==> src/rtl/fan_pkg.sv <==
// Shared fan definitions used by the fan controller and the fan PWM driver.
package fan_pkg;

   localparam int FAN_MAX_SPEED       = 8;
   localparam int PWM_SLOTS           = 16;
   localparam int SLOT_W              = 4;
   localparam int DUTY_W              = 5;
   localparam int FAN_STALL_MIN_SPEED = 2;

   typedef logic [3:0]        fan_speed_t;
   typedef logic [DUTY_W-1:0] fan_duty_t;

   // Commands above full speed mean full speed.
   function automatic fan_speed_t clamp_speed(input fan_speed_t crs);
      return (crs > fan_speed_t'(FAN_MAX_SPEED)) ? fan_speed_t'(FAN_MAX_SPEED) : crs;
   endfunction

endpackage

==> src/rtl/fan_pwm_driver_if.sv <==
// Command/status bundle between the fan controller (master) and the PWM driver (slave).
interface fan_pwm_driver_if;
   import fan_pkg::*;

   logic       Cooler;
   fan_speed_t CRS;
   logic       pwm;
   fan_speed_t cur_speed;
   logic       at_target;
   logic       stall;

   modport master (output Cooler, CRS, input pwm, cur_speed, at_target, stall);
   modport slave  (input Cooler, CRS, output pwm, cur_speed, at_target, stall);

endinterface

==> src/rtl/fan_tach_monitor.sv <==
// Tach synchroniser, rising-edge counter and per-window sticky stall alarm.
module fan_tach_monitor
   import fan_pkg::*;
#(
   parameter int STALL_PERIODS = 64
) (
   input  logic clk,
   input  logic rst,
   input  logic clr,
   input  logic tach,
   input  logic period_end,
   input  logic armed,
   output logic stall
);
   localparam int WW = (STALL_PERIODS > 1) ? $clog2(STALL_PERIODS) : 1;
   localparam logic [WW-1:0] WIN_LAST = WW'(STALL_PERIODS - 1);

   // [0],[1] synchronise the pin, [2] holds the previous synchronised level.
   logic [2:0]    tach_sync_reg;
   logic [3:0]    tach_cnt_reg;
   logic [WW-1:0] win_reg;
   logic          stall_reg;
   logic          tach_rise;
   logic          win_end;

   assign tach_rise = tach_sync_reg[1] & ~tach_sync_reg[2];
   assign win_end   = period_end && (win_reg == WIN_LAST);
   assign stall     = stall_reg;

   always_ff @(posedge clk) begin
      if (rst) begin
         tach_sync_reg <= '0;
         tach_cnt_reg  <= '0;
         win_reg       <= '0;
         stall_reg     <= 1'b0;
      end else begin
         tach_sync_reg <= {tach_sync_reg[1:0], tach};
         if (clr || !armed) begin
            win_reg      <= '0;
            tach_cnt_reg <= '0;
         end else begin
            if (tach_rise && (tach_cnt_reg != '1))
               tach_cnt_reg <= tach_cnt_reg + 4'd1;
            if (period_end)
               win_reg <= win_reg + WW'(1);
            if (win_end) begin
               win_reg      <= '0;
               tach_cnt_reg <= '0;
               if ((tach_cnt_reg == '0) && !tach_rise)
                  stall_reg <= 1'b1;
            end
         end
         if (clr)
            stall_reg <= 1'b0;
      end
   end

endmodule

==> src/rtl/fan_pwm_driver.sv <==
// Fan motor PWM driver: 16-slot PWM with one-step-per-interval speed slewing.
// Optional tach stall alarm is built when FAN_STALL_DETECT_EN is defined.
module fan_pwm_driver
   import fan_pkg::*;
#(
   parameter int CLK_DIV       = 4,
   parameter int RAMP_PERIODS  = 8,
   parameter int STALL_PERIODS = 64
) (
   input  logic            clk,
   input  logic            rst,
   input  logic            tach,
   fan_pwm_driver_if.slave bus
);
   localparam int PW = (CLK_DIV > 1) ? $clog2(CLK_DIV) : 1;
   localparam int RW = (RAMP_PERIODS > 1) ? $clog2(RAMP_PERIODS) : 1;
   localparam logic [PW-1:0]     PRESC_LAST = PW'(CLK_DIV - 1);
   localparam logic [RW-1:0]     RAMP_LAST  = RW'(RAMP_PERIODS - 1);
   localparam logic [SLOT_W-1:0] SLOT_LAST  = SLOT_W'(PWM_SLOTS - 1);

   fan_speed_t        tgt_reg;
   fan_speed_t        cur_reg;
   fan_speed_t        cur_next;
   fan_duty_t         duty_reg;
   fan_duty_t         duty_next;
   logic [PW-1:0]     presc_reg;
   logic [SLOT_W-1:0] slot_reg;
   logic [RW-1:0]     ramp_reg;
   logic              slot_tick;
   logic              period_end;
   logic              ramp_wrap;

   assign slot_tick  = (presc_reg == PRESC_LAST);
   assign period_end = slot_tick && (slot_reg == SLOT_LAST);
   assign ramp_wrap  = period_end && (ramp_reg == RAMP_LAST);

   // Duty follows the speed that will hold for the coming period, so a new
   // step shows up in the very first slot after it is taken.
   always_comb begin
      cur_next  = cur_reg;
      duty_next = duty_reg;
      if (!bus.Cooler) begin
         cur_next  = '0;
         duty_next = '0;
      end else begin
         if (ramp_wrap) begin
            if (cur_reg < tgt_reg)
               cur_next = cur_reg + 4'd1;
            else if (cur_reg > tgt_reg)
               cur_next = cur_reg - 4'd1;
         end
         if (period_end)
            duty_next = {cur_next, 1'b0};
      end
   end

   always_ff @(posedge clk) begin
      if (rst) begin
         tgt_reg   <= '0;
         cur_reg   <= '0;
         duty_reg  <= '0;
         presc_reg <= '0;
         slot_reg  <= '0;
         ramp_reg  <= '0;
      end else begin
         tgt_reg   <= bus.Cooler ? clamp_speed(bus.CRS) : '0;
         presc_reg <= slot_tick ? '0 : presc_reg + PW'(1);
         if (slot_tick)
            slot_reg <= slot_reg + SLOT_W'(1);
         if (period_end)
            ramp_reg <= ramp_wrap ? '0 : ramp_reg + RW'(1);
         cur_reg   <= cur_next;
         duty_reg  <= duty_next;
      end
   end

   assign bus.pwm       = ({1'b0, slot_reg} < duty_reg);
   assign bus.cur_speed = cur_reg;
   assign bus.at_target = (cur_reg == tgt_reg);

`ifdef FAN_STALL_DETECT_EN
   logic stall_w;

   fan_tach_monitor #(
      .STALL_PERIODS(STALL_PERIODS)
   ) u_tach_monitor (
      .clk        (clk),
      .rst        (rst),
      .clr        (!bus.Cooler),
      .tach       (tach),
      .period_end (period_end),
      .armed      (cur_reg >= fan_speed_t'(FAN_STALL_MIN_SPEED)),
      .stall      (stall_w)
   );

   assign bus.stall = stall_w;
`else
   localparam int unused_stall_periods = STALL_PERIODS;
   logic unused_tach;

   assign unused_tach = tach;
   assign bus.stall   = 1'b0;
`endif

endmodule

==> src/flat_wrapper.sv <==
// flat-port wrapper written by rule: the top's interface ports become plain ports
module fan_pwm_driver_flat import fan_pkg::*;
#(
   parameter int CLK_DIV       = 4,
   parameter int RAMP_PERIODS  = 8,
   parameter int STALL_PERIODS = 64
)
  (clk, rst, tach, bus_Cooler, bus_CRS, bus_pwm, bus_cur_speed, bus_at_target, bus_stall);
  fan_pwm_driver_if bus_i ();
  input  logic clk;
  input  logic rst;
  input  logic tach;
  input wire logic [$bits(bus_i.Cooler)-1:0] bus_Cooler;
  input wire logic [$bits(bus_i.CRS)-1:0] bus_CRS;
  output wire logic [$bits(bus_i.pwm)-1:0] bus_pwm;
  output wire logic [$bits(bus_i.cur_speed)-1:0] bus_cur_speed;
  output wire logic [$bits(bus_i.at_target)-1:0] bus_at_target;
  output wire logic [$bits(bus_i.stall)-1:0] bus_stall;
  assign bus_i.Cooler = bus_Cooler;
  assign bus_i.CRS = bus_CRS;
  assign bus_pwm = bus_i.pwm;
  assign bus_cur_speed = bus_i.cur_speed;
  assign bus_at_target = bus_i.at_target;
  assign bus_stall = bus_i.stall;
  fan_pwm_driver #(.CLK_DIV(CLK_DIV), .RAMP_PERIODS(RAMP_PERIODS), .STALL_PERIODS(STALL_PERIODS)) u_core (.clk(clk), .rst(rst), .tach(tach), .bus(bus_i));
endmodule
==> config.mk <==
export PLATFORM = sky130hd
export DESIGN_NAME = fan_pwm_driver_flat
export DESIGN_NICKNAME = d
export VERILOG_FILES = /design/src/rtl/fan_pkg.sv /design/src/rtl/fan_pwm_driver_if.sv /design/src/rtl/fan_tach_monitor.sv /design/src/rtl/fan_pwm_driver.sv /design/src/flat_wrapper.sv
export SDC_FILE = /design/constraint.sdc
export NUM_CORES = 1
export LEC_CHECK = 0
export CELL_PAD_IN_SITES_DETAIL_PLACEMENT = 1
export CELL_PAD_IN_SITES_GLOBAL_PLACEMENT = 1
export CORE_ASPECT_RATIO = 1.2
export CORE_MARGIN = 1
export CORE_UTILIZATION = 40
export CTS_BUF_LIST = sky130_fd_sc_hd__clkbuf_2 sky130_fd_sc_hd__clkbuf_4 sky130_fd_sc_hd__clkbuf_8
export DETAILED_ROUTE_END_ITERATION = 8
export MAX_ROUTING_LAYER = met4
export PLACE_DENSITY_LB_ADDON = 0.1
export SYNTH_ARGS = -nofsm -noshare
export SYNTH_HDL_FRONTEND = slang
export SYNTH_SLANG_ARGS = --single-unit
export TNS_END_PERCENT = 100
==> constraint.sdc <==
create_clock -name clk -period 2.58 [get_ports clk]
set_input_delay 0.774 -clock clk [delete_from_list [all_inputs] [get_ports clk]]
set_output_delay 0.774 -clock clk [all_outputs]
set_load 0.1 [all_outputs]
==> results of run 1 <==
==> power groups by stage <==
stage               clock network [W]  registers, W   logic, W
global placement                    0      0.000342  0.0000675
finish                       0.000172      0.000335  0.0000694
detailed placement                  0      0.000342  0.0000697
CTS                          0.000183      0.000335  0.0000699
global route                 0.000195      0.000336  0.0000745
floorplan                           0      0.000341  0.0000504
==> cell families after synthesis <==
kind of cell,Yosys count,synth area share [%]
DFF,21,37.13
adders and majority gates,12,13.26
buffers and inverters,15,6.077
muxes,1,0.8840
xor gates and xnor gates,4,3.094
and+or+nand+nor,50,25.19
AOI/OAI and AO/OA,24,14.03
other,1,0.3312
==> worst min path at each step <==
stage                                        start                        endpoint  slack [ns]  cells past startpoint
finish              u_core.presc_reg[0]$_SDFF_PP0_  u_core.presc_reg[0]$_SDFF_PP0_        0.46                      1
global placement    u_core.presc_reg[0]$_SDFF_PP0_  u_core.presc_reg[0]$_SDFF_PP0_        0.41                      1
CTS                 u_core.presc_reg[0]$_SDFF_PP0_  u_core.presc_reg[0]$_SDFF_PP0_        0.46                      1
detailed placement  u_core.presc_reg[0]$_SDFF_PP0_  u_core.presc_reg[0]$_SDFF_PP0_        0.44                      1
floorplan           u_core.presc_reg[0]$_SDFF_PP0_  u_core.presc_reg[0]$_SDFF_PP0_        0.40                      1
global route        u_core.presc_reg[0]$_SDFF_PP0_  u_core.presc_reg[0]$_SDFF_PP0_        0.49                      1
==> metrics by stage <==
step / area, um^2 / hold WS (ns)
floorplan: 1137 / 0.4043
global placement: 1296 / 0.4133
detailed placement: 1296 / 0.4398
CTS: 1326 / 0.4582
global route: 1326 / 0.4860
finish: 1326 / 0.4559
==> cell type report <==
class / count / area share [%]
Timing Repair Buffer: 15 / 11.51
Clock buffer: 4 / 2.264
Multi-Input combinational cell: 92 / 48.49
Tap cell: 33 / 3.113
Inverter: 9 / 2.547
Sequential cell: 21 / 32.08
==> synth_stat cells, drive strengths merged, types with 3 or more instances <==
cell type	count
ha	12
a21oi	11
clkbuf	3
a21o	4
buf	3
inv	9
o21ai	3
and4	3
dfxtp	21
nor3b	4
nand4	4
and3	3
nor2	11
nor3	4
nand2	9
==> metal layers <==
| metal | global-route usage, % | vias up |
|---|---|---|
| li1 | - | 474 |
| met1 | 18.40 | 465 |
| met2 | 35.62 | 9 |
| met3 | 3.053 | 5 |
| met4 | 10.71 | 0 |
| met5 | - | - |
==> flow_summary.toml, run 1 <==
[layout]
fin_cells = 174
n_fill_cell = 304
layout_commonest_cell = "dfxtp_1"
drive_gt1_share_pct = 15.60
layout.nets = 162
regArea_um2 = 425.4
synthToLayoutAreaGrowth_pct = 17.13
multi_input_area_um2 = 643.1
final_util_pct = 50.96
diodes = 0
final_cell_mix = "17 x dfxtp_1, 12 x ha_1, 11 x nor2_1, 10 x a21oi_1"

[detailed_routing]
wl_met3_um = 48
routed_via_density = 5.477
maxUsedRoutingLayer = "met4"
wl_per_cell_um = 13.82
postRouteAntennaNets = 0
dr_total_vias = 953
wl_met1_um = 1020
drt_pass1_iterations = 3
drt_iter0_drc = 5
drt_wl_total_um = 2404
wl_met2_um = 1283
drc_errors = 0

[worst_setup_path]
critPathRequiredTime_ns = 1.81
critPathMaxFanout = 5
cpPeakStageDelay_ns = 0.37
cp_top_family = "flip-flops"
cp_slowest_cell = "dfxtp_1"
worstSetupPathType = "flip-flop to output pin"
r2r_setup_slack_ns = 0.37
crit_end = "bus_pwm"
r2r-end = "u_core.duty_reg[2]$_SDFFE_PP0P_"
worstPathCellList = "ha_1, a21o_1, a21oi_1, or2_2, buf_12"
crit_cells = 5
reg2reg_from = "u_core.bus.cur_speed[1]$_SDFF_PP0_"
critPathArrivalTime_ns = 1.61
cp.buffers_inverters = 1
start_kind = "flip-flop"
endpoint_kind = "output pin"
r2r_cells = 6
cp-startpoint = "u_core.slot_reg[2]$_SDFFE_PP0P_"

[clock_network]
post_cts_buffers = 0
cts_tree = "done"
cts_buffers = 3
cts_root_buffer = "clkbuf_4"
clkSinkCount = 21
ctsHoldBuffers = 0
clk_pin_slew_ns = 0.12
cts_htree_levels = 1
clk_latency_ns = 0.31
cts_resized = 0
clockBufferDepth = 2

[sta]
finalCritPeriodShare_pct = 92.55
finalSetupTns_ns = 0
drv_slew = 0
setup_viol = 0
finalHoldViolations = 0
relSlewSlack_pct = 62.64
setup_slack_ns = 0.1923
tightest_slew_ns = 0.5590
rsz0062_at_grt = "no"
clock_skew_ns = 0.005945
max_freq_mhz = 418.8
min_period_ns = 2.388

[floorplan]
fp.dieArea_um2 = 3049
core-area_um2 = 2603
die_h_um = 60.29
fp.dieW_um = 50.57
start_util_pct = 43.51
row_count = 20
ios = 15

[place]
gp_congestion = 0.7284
dp.cells = 170
pre_cts_ws_ns = 0.3491
place_hpwl_um = 1909
port_buffers = 12

[global_route]
grt_max_degree = 12
grt-ovfl-total = 0
grt_pass1_vias = 959
grt_pass1_wl_um = 4091
grtUsageTotal_pct = 18.99
antenna_found_initial = 0

[min_path]
hold_path_class = "flip-flop to flip-flop"

[power]
clockPowerShare_pct = 29.9
combPwrFrac_pct = 12.0
p_switching_w = 0.0001449
leakage_nw = 0.5539
power.internal_w = 0.0004317
netSwitchingFraction_pct = 25.13
power_w = 0.0005766
ir_drop_mv = 0.2675
seq_power_share_pct = 58.1
p_per_area_nw_per_um2 = 434.7

[logic_synthesis]
synth_cell_types = 39
synth_area_um2 = 1132
synth-edff-count = 0
ys_ff_latch = 21
synthFlopType = "dfxtp_1"
synth_nets = 148
postSynthAreaPerCell_um2 = 8.846
ys_top_cells_by_area = "dfxtp_1 37%, ha_1 13%, a21oi_1 4.4%, nor2_1 3.6%, inv_1 3.0%"
yosys_warnings = 0
async_flop_share_pct = 0
yosysSeqAreaShare_pct = 37.13
synthCells = 128
synth.top_cell.area_share_pct = 37.13
yosys.area.top_type = "dfxtp_1"

[run]
drv_cap = 0

[status]
outcome = "finished, final reports clean"
Note: power is estimated with default switching activity, not from simulation.
==> inputs of run 2 (changes only) <==
--- a/config.mk
+++ b/config.mk
@@ -13,7 +13,7 @@
 export CTS_BUF_LIST = sky130_fd_sc_hd__clkbuf_2 sky130_fd_sc_hd__clkbuf_4 sky130_fd_sc_hd__clkbuf_8
 export DETAILED_ROUTE_END_ITERATION = 8
 export MAX_ROUTING_LAYER = met4
-export PLACE_DENSITY_LB_ADDON = 0.1
+export PLACE_DENSITY_LB_ADDON = 0.08
 export SYNTH_ARGS = -nofsm -noshare
 export SYNTH_HDL_FRONTEND = slang
 export SYNTH_SLANG_ARGS = --single-unit
==> run 2 against run 1 <==
Against the previous run:
- first-iteration DRC count is 100% higher
- utilization stayed put
- clock skew is 0.0037 ns lower
- critical endpoint unchanged
- sequential share of layout area stayed put
- combinational power hardly changed
- clock power hardly changed
- setup slack worse by 0.012 ns
- power is 0.20% lower
- critical path type unchanged
- highest routed layer unchanged
- register-to-register slack hardly changed
- non-clock buffer count stayed put
- clock-buffer cell count stayed put
==> flow_summary.toml, run 2 (synthesized netlist as in run 1, its figures left out) <==
[layout]
finalInstanceArea_um2 = 1326
n_fill_cell = 318
drive_gt1_share_pct = 15.60
layout_commonest_cell = "dfxtp_1"
final_cell_mix = "17 x dfxtp_1, 12 x ha_1, 11 x nor2_1, 10 x a21oi_1"
layout.nets = 162
synthToLayoutAreaGrowth_pct = 17.13
final_util_pct = 50.96
diodes = 0

[global_route]
grt-ovfl-total = 0
grtUsageTotal_pct = 19.03
grt_pass1_vias = 963
antenna_found_initial = 0
grt_pass1_wl_um = 4160
grt_max_degree = 12

[floorplan]
row_count = 20
core-area_um2 = 2603
fp.dieArea_um2 = 3049
ios = 15
fp.dieW_um = 50.57
die_h_um = 60.29
start_util_pct = 43.51

[sta]
whs_ns = 0.4370
finalCritPeriodShare_pct = 93.02
finalHoldViolations = 0
clock_skew_ns = 0.002199
max_freq_mhz = 416.7
finalSetupTns_ns = 0
drv_slew = 0
min_period_ns = 2.400
relSlewSlack_pct = 63.55
rsz0062_at_grt = "no"
tightest_slew_ns = 0.5454
setup_viol = 0

[min_path]
holdPathStages = 1
min_from = "u_core.presc_reg[0]$_SDFF_PP0_"
hold_path_end = "u_core.presc_reg[0]$_SDFF_PP0_"
hold_path_class = "flip-flop to flip-flop"

[worst_setup_path]
start_kind = "flip-flop"
r2r_cells = 6
critPathRequiredTime_ns = 1.81
r2r_setup_slack_ns = 0.37
cpPeakStageDelay_ns = 0.38
endpoint_kind = "output pin"
critPathArrivalTime_ns = 1.63
critPathMaxFanout = 5
worstSetupPathType = "flip-flop to output pin"
r2r-end = "u_core.duty_reg[2]$_SDFFE_PP0P_"
worstPathCellList = "ha_1, a21o_1, a21oi_1, or2_2, buf_12"
cp_slowest_cell = "dfxtp_1"
reg2reg_from = "u_core.bus.cur_speed[1]$_SDFF_PP0_"

[detailed_routing]
drt_wl_total_um = 2380
wl_per_cell_um = 13.68
drc_errors = 0
drt_iter0_drc = 10
routed_via_density = 5.437
drt_pass1_iterations = 2
dr_total_vias = 946
postRouteAntennaNets = 0

[status]
outcome = "finished, final reports clean"

[power]
seq_power_share_pct = 58.1
clockPowerShare_pct = 29.8
combPwrFrac_pct = 12.0
ir_drop_mv = 0.3675
leakage_nw = 0.5539
netSwitchingFraction_pct = 24.99
power_w = 0.0005754
power.internal_w = 0.0004316
p_switching_w = 0.0001438
p_per_area_nw_per_um2 = 433.9

[place]
placed_area_um2 = 1296
gp_congestion = 0.7338
port_buffers = 12
place_hpwl_um = 1875

[clock_network]
clockBufferDepth = 2
clk_pin_slew_ns = 0.12
cts_htree_levels = 1
clkSinkCount = 21
clk_latency_ns = 0.30
cts_tree = "done"
post_cts_buffers = 0
cts_resized = 0
cts_root_buffer = "clkbuf_4"
cts_buffers = 3
ctsHoldBuffers = 0

[run]
drv_cap = 0
[run 2: cell counts in the layout (fill, tap and decap cells not counted)]
No cell type changed its count.
[run 2: worst max-delay path by stage]
stage,from,end,slack (ns),depth (start not counted)
6_report,u_core.slot_reg[2]$_SDFFE_PP0P_,bus_pwm,0.18,5
5_1_grt,u_core.slot_reg[2]$_SDFFE_PP0P_,bus_pwm,0.09,5
4_1_cts,u_core.slot_reg[2]$_SDFFE_PP0P_,bus_pwm,0.17,5
3_5_place_dp,u_core.bus.cur_speed[1]$_SDFF_PP0_,u_core.duty_reg[2]$_SDFFE_PP0P_,0.36,6
3_3_place_gp,u_core.bus.cur_speed[1]$_SDFF_PP0_,u_core.duty_reg[2]$_SDFFE_PP0P_,0.41,6
2_1_floorplan,u_core.bus.cur_speed[0]$_SDFF_PP0_,u_core.duty_reg[4]$_SDFFE_PP0P_,0.02,8
[run 2: worst max-delay path: cells and delay by family (launching register included)]
| family | cells | cell delay [ns] |
|---|---|---|
| adder cells (fa/ha/maj) | 1 | 0.31 |
| AND/OR/NAND/NOR | 1 | 0.29 |
| buffers and inverters | 1 | 0.17 |
| AO/OA/AOI/OAI | 2 | 0.17 |
| flip-flops | 1 | 0.38 |
[run 2: layer usage]
layer / GRT usage, % / wire [um] / vias up
met5: - / 0 / -
met4: 8.333 / 40 / 0
met3: 3.053 / 43 / 5
met2: 34.67 / 1245 / 8
met1: 20.22 / 1052 / 456
li1: - / - / 477
[run 2: cell type report]
class / count / area, um^2 / area share, %
clock buffer: 4 / 30.03 / 2.264
multi-input combinational: 92 / 643.1 / 48.49
tap: 33 / 41.29 / 3.113
inverter: 9 / 33.78 / 2.547
timing repair buffer: 15 / 152.6 / 11.51
sequential: 21 / 425.4 / 32.08
[run 2: power groups by stage]
stage | sequential [W] | combinational, W | clock [W]
finish | 0.000335 | 0.0000692 | 0.000172
global route | 0.000335 | 0.0000758 | 0.000188
CTS | 0.000335 | 0.0000702 | 0.000180
detailed placement | 0.000342 | 0.0000699 | 0
global placement | 0.000342 | 0.0000675 | 0
floorplan | 0.000341 | 0.0000504 | 0
[run 2: metrics by stage]
step                      setup slack, ns  instances
after global placement             0.4062        170
after global routing              0.08868        174
after floorplan                   0.02349        128
after detailed placement           0.3615        170
final                              0.1800        174
after CTS                          0.1697        174
==> inputs of run 3 (changes only) <==
--- a/config.mk
+++ b/config.mk
@@ -9,11 +9,13 @@
 export CELL_PAD_IN_SITES_GLOBAL_PLACEMENT = 1
 export CORE_ASPECT_RATIO = 1.2
 export CORE_MARGIN = 1
-export CORE_UTILIZATION = 40
+export CORE_UTILIZATION = 42
 export CTS_BUF_LIST = sky130_fd_sc_hd__clkbuf_2 sky130_fd_sc_hd__clkbuf_4 sky130_fd_sc_hd__clkbuf_8
 export DETAILED_ROUTE_END_ITERATION = 8
+export GPL_ROUTABILITY_DRIVEN = 0
 export MAX_ROUTING_LAYER = met4
 export PLACE_DENSITY_LB_ADDON = 0.08
+export SLEW_MARGIN = 25
 export SYNTH_ARGS = -nofsm -noshare
 export SYNTH_HDL_FRONTEND = slang
 export SYNTH_SLANG_ARGS = --single-unit
==> run 3 against run 2 <==
Against the previous run:
- combinational power shrank 2%
- critical path depth is the same
- cell area shrank 1.1%
- first-iteration DRC count shrank 10%
- via count shrank 3.9%
- global-route usage grew 0.35 points
- clock power shrank 3%
- register-to-register slack gained 0.08 ns
- power shrank 0.89%
- clock skew grew 0.011 ns
- setup slack gained 0.0062 ns
- critical endpoint unchanged
- largest cell class unchanged
==> flow_summary.toml, run 3 (synthesized netlist as in run 1, its figures left out) <==
[sta]
clock_skew_ns = 0.01333
finalHoldViolations = 0
setup_viol = 0
tightest_slew_ns = 0.5461
whs_ns = 0.4469
relSlewSlack_pct = 63.59
finalCritPeriodShare_pct = 92.78
drv_slew = 0
rsz0062_at_grt = "no"
min_period_ns = 2.394
max_freq_mhz = 417.7
finalSetupTns_ns = 0
setup_slack_ns = 0.1861

[worst_setup_path]
critPathArrivalTime_ns = 1.62
worstSetupPathType = "flip-flop to output pin"
critPathRequiredTime_ns = 1.81
reg2reg_from = "u_core.bus.cur_speed[0]$_SDFF_PP0_"
r2r-end = "u_core.duty_reg[4]$_SDFFE_PP0P_"
endpoint_kind = "output pin"
critPathMaxFanout = 5
r2r_cells = 7
r2r_setup_slack_ns = 0.45
start_kind = "flip-flop"
cp-startpoint = "u_core.slot_reg[2]$_SDFFE_PP0P_"

[detailed_routing]
routed_via_density = 5.285
maxUsedRoutingLayer = "met4"
drc_errors = 0
drt_wl_total_um = 2300
dr_total_vias = 909
wl_met2_um = 1170
wl_met3_um = 35
wl_met1_um = 1030
wl_per_cell_um = 13.37
drt_pass1_iterations = 3
postRouteAntennaNets = 0
drt_iter0_drc = 9

[min_path]
min_from = "u_core.presc_reg[0]$_SDFF_PP0_"
hold_path_class = "flip-flop to flip-flop"
hold_path_end = "u_core.presc_reg[0]$_SDFF_PP0_"
holdPathStages = 1

[global_route]
grt_pass1_vias = 902
grt-ovfl-total = 0
grt_pass1_wl_um = 4050
grtUsageTotal_pct = 19.38
antenna_found_initial = 0
grt_max_degree = 14

[layout]
drive_gt1_share_pct = 14.39
final_cell_mix = "17 x dfxtp_1, 12 x ha_1, 11 x nor2_1, 10 x a21oi_1"
n_fill_cell = 319
diodes = 0
layout_commonest_cell = "dfxtp_1"
synthToLayoutAreaGrowth_pct = 15.80
fin_cells = 172
layout.nets = 160

[clock_network]
clk_latency_ns = 0.32
cts_htree_levels = 1
clk_pin_slew_ns = 0.13
cts_buffers = 3
clkSinkCount = 21
post_cts_buffers = 0
clockBufferDepth = 2
ctsHoldBuffers = 0
cts_root_buffer = "clkbuf_4"
cts_tree = "done"
cts_resized = 0

[place]
port_buffers = 12
dp.cells = 168
pre_cts_ws_ns = 0.4352
place_hpwl_um = 1814

[floorplan]
start_util_pct = 44.36
die_h_um = 58.88
ios = 15
row_count = 20
fp.dieArea_um2 = 2909
core-area_um2 = 2552
fp.dieW_um = 49.40

[power]
leakage_nw = 0.5404
power_w = 0.0005703
p_per_area_nw_per_um2 = 434.9
ir_drop_mv = 0.3503

[status]
outcome = "finished, final reports clean"

[run]
drv_cap = 0
==> run 3: area by class of cell <==
cell class / count / area [um^2] / share of cell area [%]
Clock buffer: 3 / 22.52 / 1.718
Clock inverter: 1 / 7.507 / 0.5725
Inverter: 9 / 33.78 / 2.576
Multi-Input combinational cell: 92 / 643.1 / 49.05
Sequential cell: 21 / 425.4 / 32.44
Tap cell: 33 / 41.29 / 3.149
Timing Repair Buffer: 13 / 137.6 / 10.50
==> run 3: worst max path at each step <==
stage | slack [ns] | endpoint | depth (start not counted)
2_1_floorplan | 0.02 | u_core.duty_reg[4]$_SDFFE_PP0P_ | 8
3_3_place_gp | 0.46 | u_core.duty_reg[2]$_SDFFE_PP0P_ | 6
3_5_place_dp | 0.44 | u_core.duty_reg[1]$_SDFFE_PP0P_ | 3
4_1_cts | 0.16 | bus_pwm | 5
5_1_grt | 0.10 | bus_pwm | 5
6_report | 0.19 | bus_pwm | 5
==> run 3: power breakdown <==
group	switching (W)	internal, W	total (W)
Combinational	0.0000397	0.0000284	0.0000681
Clock	0.000108	0.0000593	0.000167
Sequential	0.00000332	0.000331	0.000335
Total	0.000151	0.000419	0.000570
==> run 3: through the flow <==
step	util [%]	area (um^2)
2_1_floorplan	-	1137
3_3_place_gp	50.20	1281
3_5_place_dp	50.20	1281
4_1_cts	51.37	1311
5_1_grt	51.37	1311
6_report	51.37	1311
==> run 3: per-layer routing <==
metal	track usage (%)	vias to the layer above
met4	12.24	0
li1	-	466
met5	-	-
met3	1.550	5
met2	36.20	10
met1	19.46	428
==> run 3: critical path, cell delays in order, from the launching register on <==
cell and delay [ns]:
dfxtp_1 0.38, ha_1 0.29, a21o_1 0.10, a21oi_1 0.05, or2_2 0.30, buf_12 0.17
==> edit 1: new RTL, flow settings as in run 1 <==
Add a define of `FAN_STALL_DETECT_EN`.
--- a/src/rtl/fan_pwm_driver.sv
+++ b/src/rtl/fan_pwm_driver.sv
@@ -1,5 +1,7 @@
 // Fan motor PWM driver: 16-slot PWM with one-step-per-interval speed slewing.
 // Optional tach stall alarm is built when FAN_STALL_DETECT_EN is defined.
+`define FAN_STALL_DETECT_EN
+
 module fan_pwm_driver
    import fan_pkg::*;
 #(
Check against the original RTL: same outputs for any inputs over 10 cycles, from zero or initial values and one cycle with rst high; that may be too few to reach the edited logic, so the function may still have changed.
==> edit 1 against run 1 <==
First-iteration DRC count rose to 3.8 times the old value. Total power up 94%. Sequential power up 65%. Synthesized cell count up 51%. Combinational power up 5.9%. Synthesized area up 51%. Clock skew about the same. Routed wire length up 62%. Via count up 51%. Sequential cell count up 14. Worst setup slack worse by 0.049 ns. Final cell count up 54%. Final area up 55%. Critical path type unchanged. Largest cell class unchanged. Largest power group unchanged.
==> edit 1: results (changes against run 1) <==
| Metric | Value |
|---|---|
| Status | `completed` |
| Seq/Total Area, Yosys | `0.409 (+0.0381)` |
| Metal2 WL | `2050 µm (+59%)` |
| Vias | `1438 (+51%)` |
| Comb_multi_in | `141 (+53%)` |
| First-pass GRT wire length | `6720 µm (+64%)` |
| Pin count of the biggest net entering global routing | `15 (+3)` |
| Slew @ Worst Pin | `0.541 ns (-0.0181 ns)` |
| Clock power frac | `0.440 (+0.141)` |
| Comb power | `0.0735 mW (+5.9%)` |
| Clk tree area frac | `0.0549 (+0.0323)` |
| DRT Pass-1 Iters | `4 (+1)` |
| M2 GR Usage | `0.360 (+0.00343)` |
| Dpl hpwl | `3000 µm (+57%)` |
| Leakage power | `0.819 nW (+48%)` |
| Port Buffers | `14 (+2)` |
| Post-DP Area | `1940 µm² (+50%)` |
| DR vias/cell | `5.37 (-2.0%)` |
| Sequential cell count | `35 (+67%)` |
| Post-synth top cells | `dfxtp_1, nor2_1, ha_1, a21oi_1, nand2_1` |
| Fillers | `512 (+68%)` |
| Row Count | `25 (+25%)` |
| H-tree depth | `2 (+1)` |
| Synth top area cells | `dfxtp_1, ha_1, a21oi_1` |
| Met1 Use GR | `0.224 (+0.0399)` |
| Repair and plain buffers | `19 (+4)` |
| Syn Area/Cell | `8.87 µm² (+0.25%)` |
| DP Worst Slack | `0.346 ns (-0.00288 ns)` |
| Buffering overhead | `0.0903 (-0.0248)` |
| Delay-heaviest family, CP | `buffers and inverters` |
| Crit-path max FO | `6 (+1)` |
| P per Cell Area | `545 nW/µm² (+25%)` |
| Placed cells | `260 (+53%)` |
## edit 1: changes by cell type after synthesis, moves of 5 or more
cell,run 1,this run
dfxtp_1,21,35
nor2_1,11,20
nand2_1,9,15
a21oi_1,10,15
nand3_1,2,7
## edit 1: final timing paths
| path | startpoint | endpoint | slack [ns] |
|---|---|---|---|
| min | u_core.presc_reg[0] | u_core.presc_reg[0] | 0.43 |
| max | u_core.bus.cur_speed[0] | bus_at_target | 0.14 |
| min reg2reg | u_core.presc_reg[0] | u_core.presc_reg[0] | 0.43 |
| max reg2reg | u_core.presc_reg[0] | u_core.duty_reg[2] | 0.43 |
## edit 1: kinds of logic after synthesis
family                     share of synthesized area
and+or+nand+nor                                0.255
DFF                                            0.409
AOI/OAI and AO/OA                              0.116
buffers and inverters                         0.0460
adders and majority gates                      0.117
xor gates and xnor gates                      0.0512
muxes                                        0.00585
==> edit 2: new RTL, config.mk and constraints of run 1 <==
Without the edit above. Reset style: asynchronous (`rst`), changed in one clocked block.
--- a/src/rtl/fan_pwm_driver.sv
+++ b/src/rtl/fan_pwm_driver.sv
@@ -54,7 +54,7 @@
       end
    end
 
-   always_ff @(posedge clk) begin
+   always_ff @(posedge clk or posedge rst) begin
       if (rst) begin
          tgt_reg   <= '0;
          cur_reg   <= '0;
Behaviour: differs if rst is asserted again (counterexample within 4 cycles, from zero or initial values and one cycle with rst high); with rst held inactive, the same outputs for 10 cycles.
==> edit 2 against run 1 <==
Final area is 1.9% higher. Combinational power is 4.5% lower. Hold slack worse by 0.021 ns. Utilization is 0.47 points higher. Critical path type unchanged. Clock power is 3% lower. Synthesized area is 1.8% higher. Routed wire length is 6.9% lower. Worst setup slack worse by 0.058 ns. Total power is 2.2% lower. Sequential cell count stayed put. Final cell count is 8.6% lower.
==> edit 2: results (changes against run 1) <==
| Metric | Value |
|---|---|
| Area share of fa/ha/maj cells after synthesis | `0.130 (-0.00230)` |
| Worst path max stage delay | `0.44 ns (+0.07 ns)` |
| Syn nets | `131 (-11%)` |
| Tmin final | `2.45 ns (+0.0576 ns)` |
| Ant diodes | `0 (unchanged)` |
| Final hold slack | `0.435 ns (-0.0205 ns)` |
| Overall routed net length | `2240 µm (-6.9%)` |
| # clk buffers | `4 (unchanged)` |
| Slowest cell on crit path | `dfrtp_1` |
| Dpl hpwl | `1810 µm (-5.1%)` |
| GRT Total Usage | `0.176 (-0.0136)` |
| Reg2reg start | `u_core.bus.cur_speed[1]` |
| Post-DP Area | `1310 µm² (+1.4%)` |
| Starting Density | `0.439 (+0.00348)` |
| Repair and plain buffers | `14 (-1)` |
| HP Start | `u_core.presc_reg[0]` |
| DRT Pass-1 Iters | `4 (+1)` |
| Comb_multi_in | `78 (-15%)` |
| Crit end category | `output pin` |
| Xor-xnor portion of the synthesized cell area | `0.0304 (-0.000537)` |
| Crit path from | `u_core.slot_reg[2]` |
| Placed cells | `154 (-9.4%)` |
| Pin count of the biggest net entering global routing | `13 (+1)` |
| Reg-to-reg endpoint | `u_core.duty_reg[4]` |
| FF-to-FF setup slack | `0.52 ns (+0.15 ns)` |
| FF+latch area | `531 µm² (+25%)` |
| Inverter count | `9 (unchanged)` |
| Asr flop ratio synth | `1.00 (+1.00)` |
| Synth Area in Compound Gates | `0.136 (-0.00461)` |
| Synth top area cells | `dfrtp_1, ha_1, a21o_1` |
| Cell count after synthesis | `111 (-13%)` |
| Fillers | `310 (+2.0%)` |
| Final non-filler cell total | `159 (-8.6%)` |
| Leading area contributor after synthesis | `dfrtp_1` |
| Post-synth top cells | `dfrtp_1, ha_1, inv_1, nand2_1` |
| DP Worst Slack | `0.393 ns (+0.0438 ns)` |
| Critical path arrival | `1.67 ns (+0.06 ns)` |
| Vias in the first global route | `903 (-5.8%)` |
| Fraction of area in multi-input gates | `0.419 (-0.0655)` |
| Min-Delay Endpoint | `u_core.presc_reg[0]` |
| Multiplexer share of the synthesized area | `0.00977 (+0.000932)` |
| Status | `completed` |
| P per Cell Area | `417 nW/µm² (-4.0%)` |
| Layout cells sized above 1 | `0.159 (+0.00270)` |
| Seq/Total Area, Yosys | `0.456 (+0.0848)` |
| Synth unique cells | `36 (-7.7%)` |
| Iteration-0 DRC Markers | `7 (+2)` |
| Buffering overhead | `0.107 (-0.00769)` |
| First-pass GRT wire length | `3850 µm (-5.9%)` |
| Peak VDD IR | `315 µV (+18%)` |
| Worst Skew | `0.00643 ns (+0.000490 ns)` |
| Most used flip-flop cell after synthesis | `dfrtp_1` |
| Vias | `858 (-10%)` |
| Clock transition at the registers of the reported paths | `0.10 ns (-0.02 ns)` |
| Clk tree area frac | `0.0222 (-0.000419)` |
| Leakage power | `0.636 nW (+15%)` |
| Routability Congestion | `0.767 (+5.3%)` |
[edit 2: cell types whose count changed after synthesis, moves of 2 or more]
| cell | change |
|---|---|
| nor2_1 | -9 |
| a21oi_1 | -7 |
| a21boi_1 | +2 |
| a31oi_1 | +2 |
| dfxtp_1 | -21 |
| and2_1 | +2 |
| nor2b_1 | +2 |
| clkbuf_1 | -3 |
| nor3b_1 | -3 |
| dfrtp_1 | +21 |
[edit 2: metal layers]
layer / vias up / global-route usage / wire (µm)
li1: 417 / - / -
met5: - / - / 0
met1: 421 / 0.208 / 1020
met2: 15 / 0.297 / 1110
met3: 5 / 0.0226 / 60
met4: 0 / 0.0833 / 43
[edit 2: report_power, final]
group | total, mW | switching (mW) | leakage [nW] | internal (mW)
clock network | 0.166 | 0.0947 | 0.0184 | 0.0708
registers | 0.332 | 0.000819 | 0.270 | 0.331
logic | 0.0663 | 0.0417 | 0.348 | 0.0247
total | 0.564 | 0.137 | 0.636 | 0.427
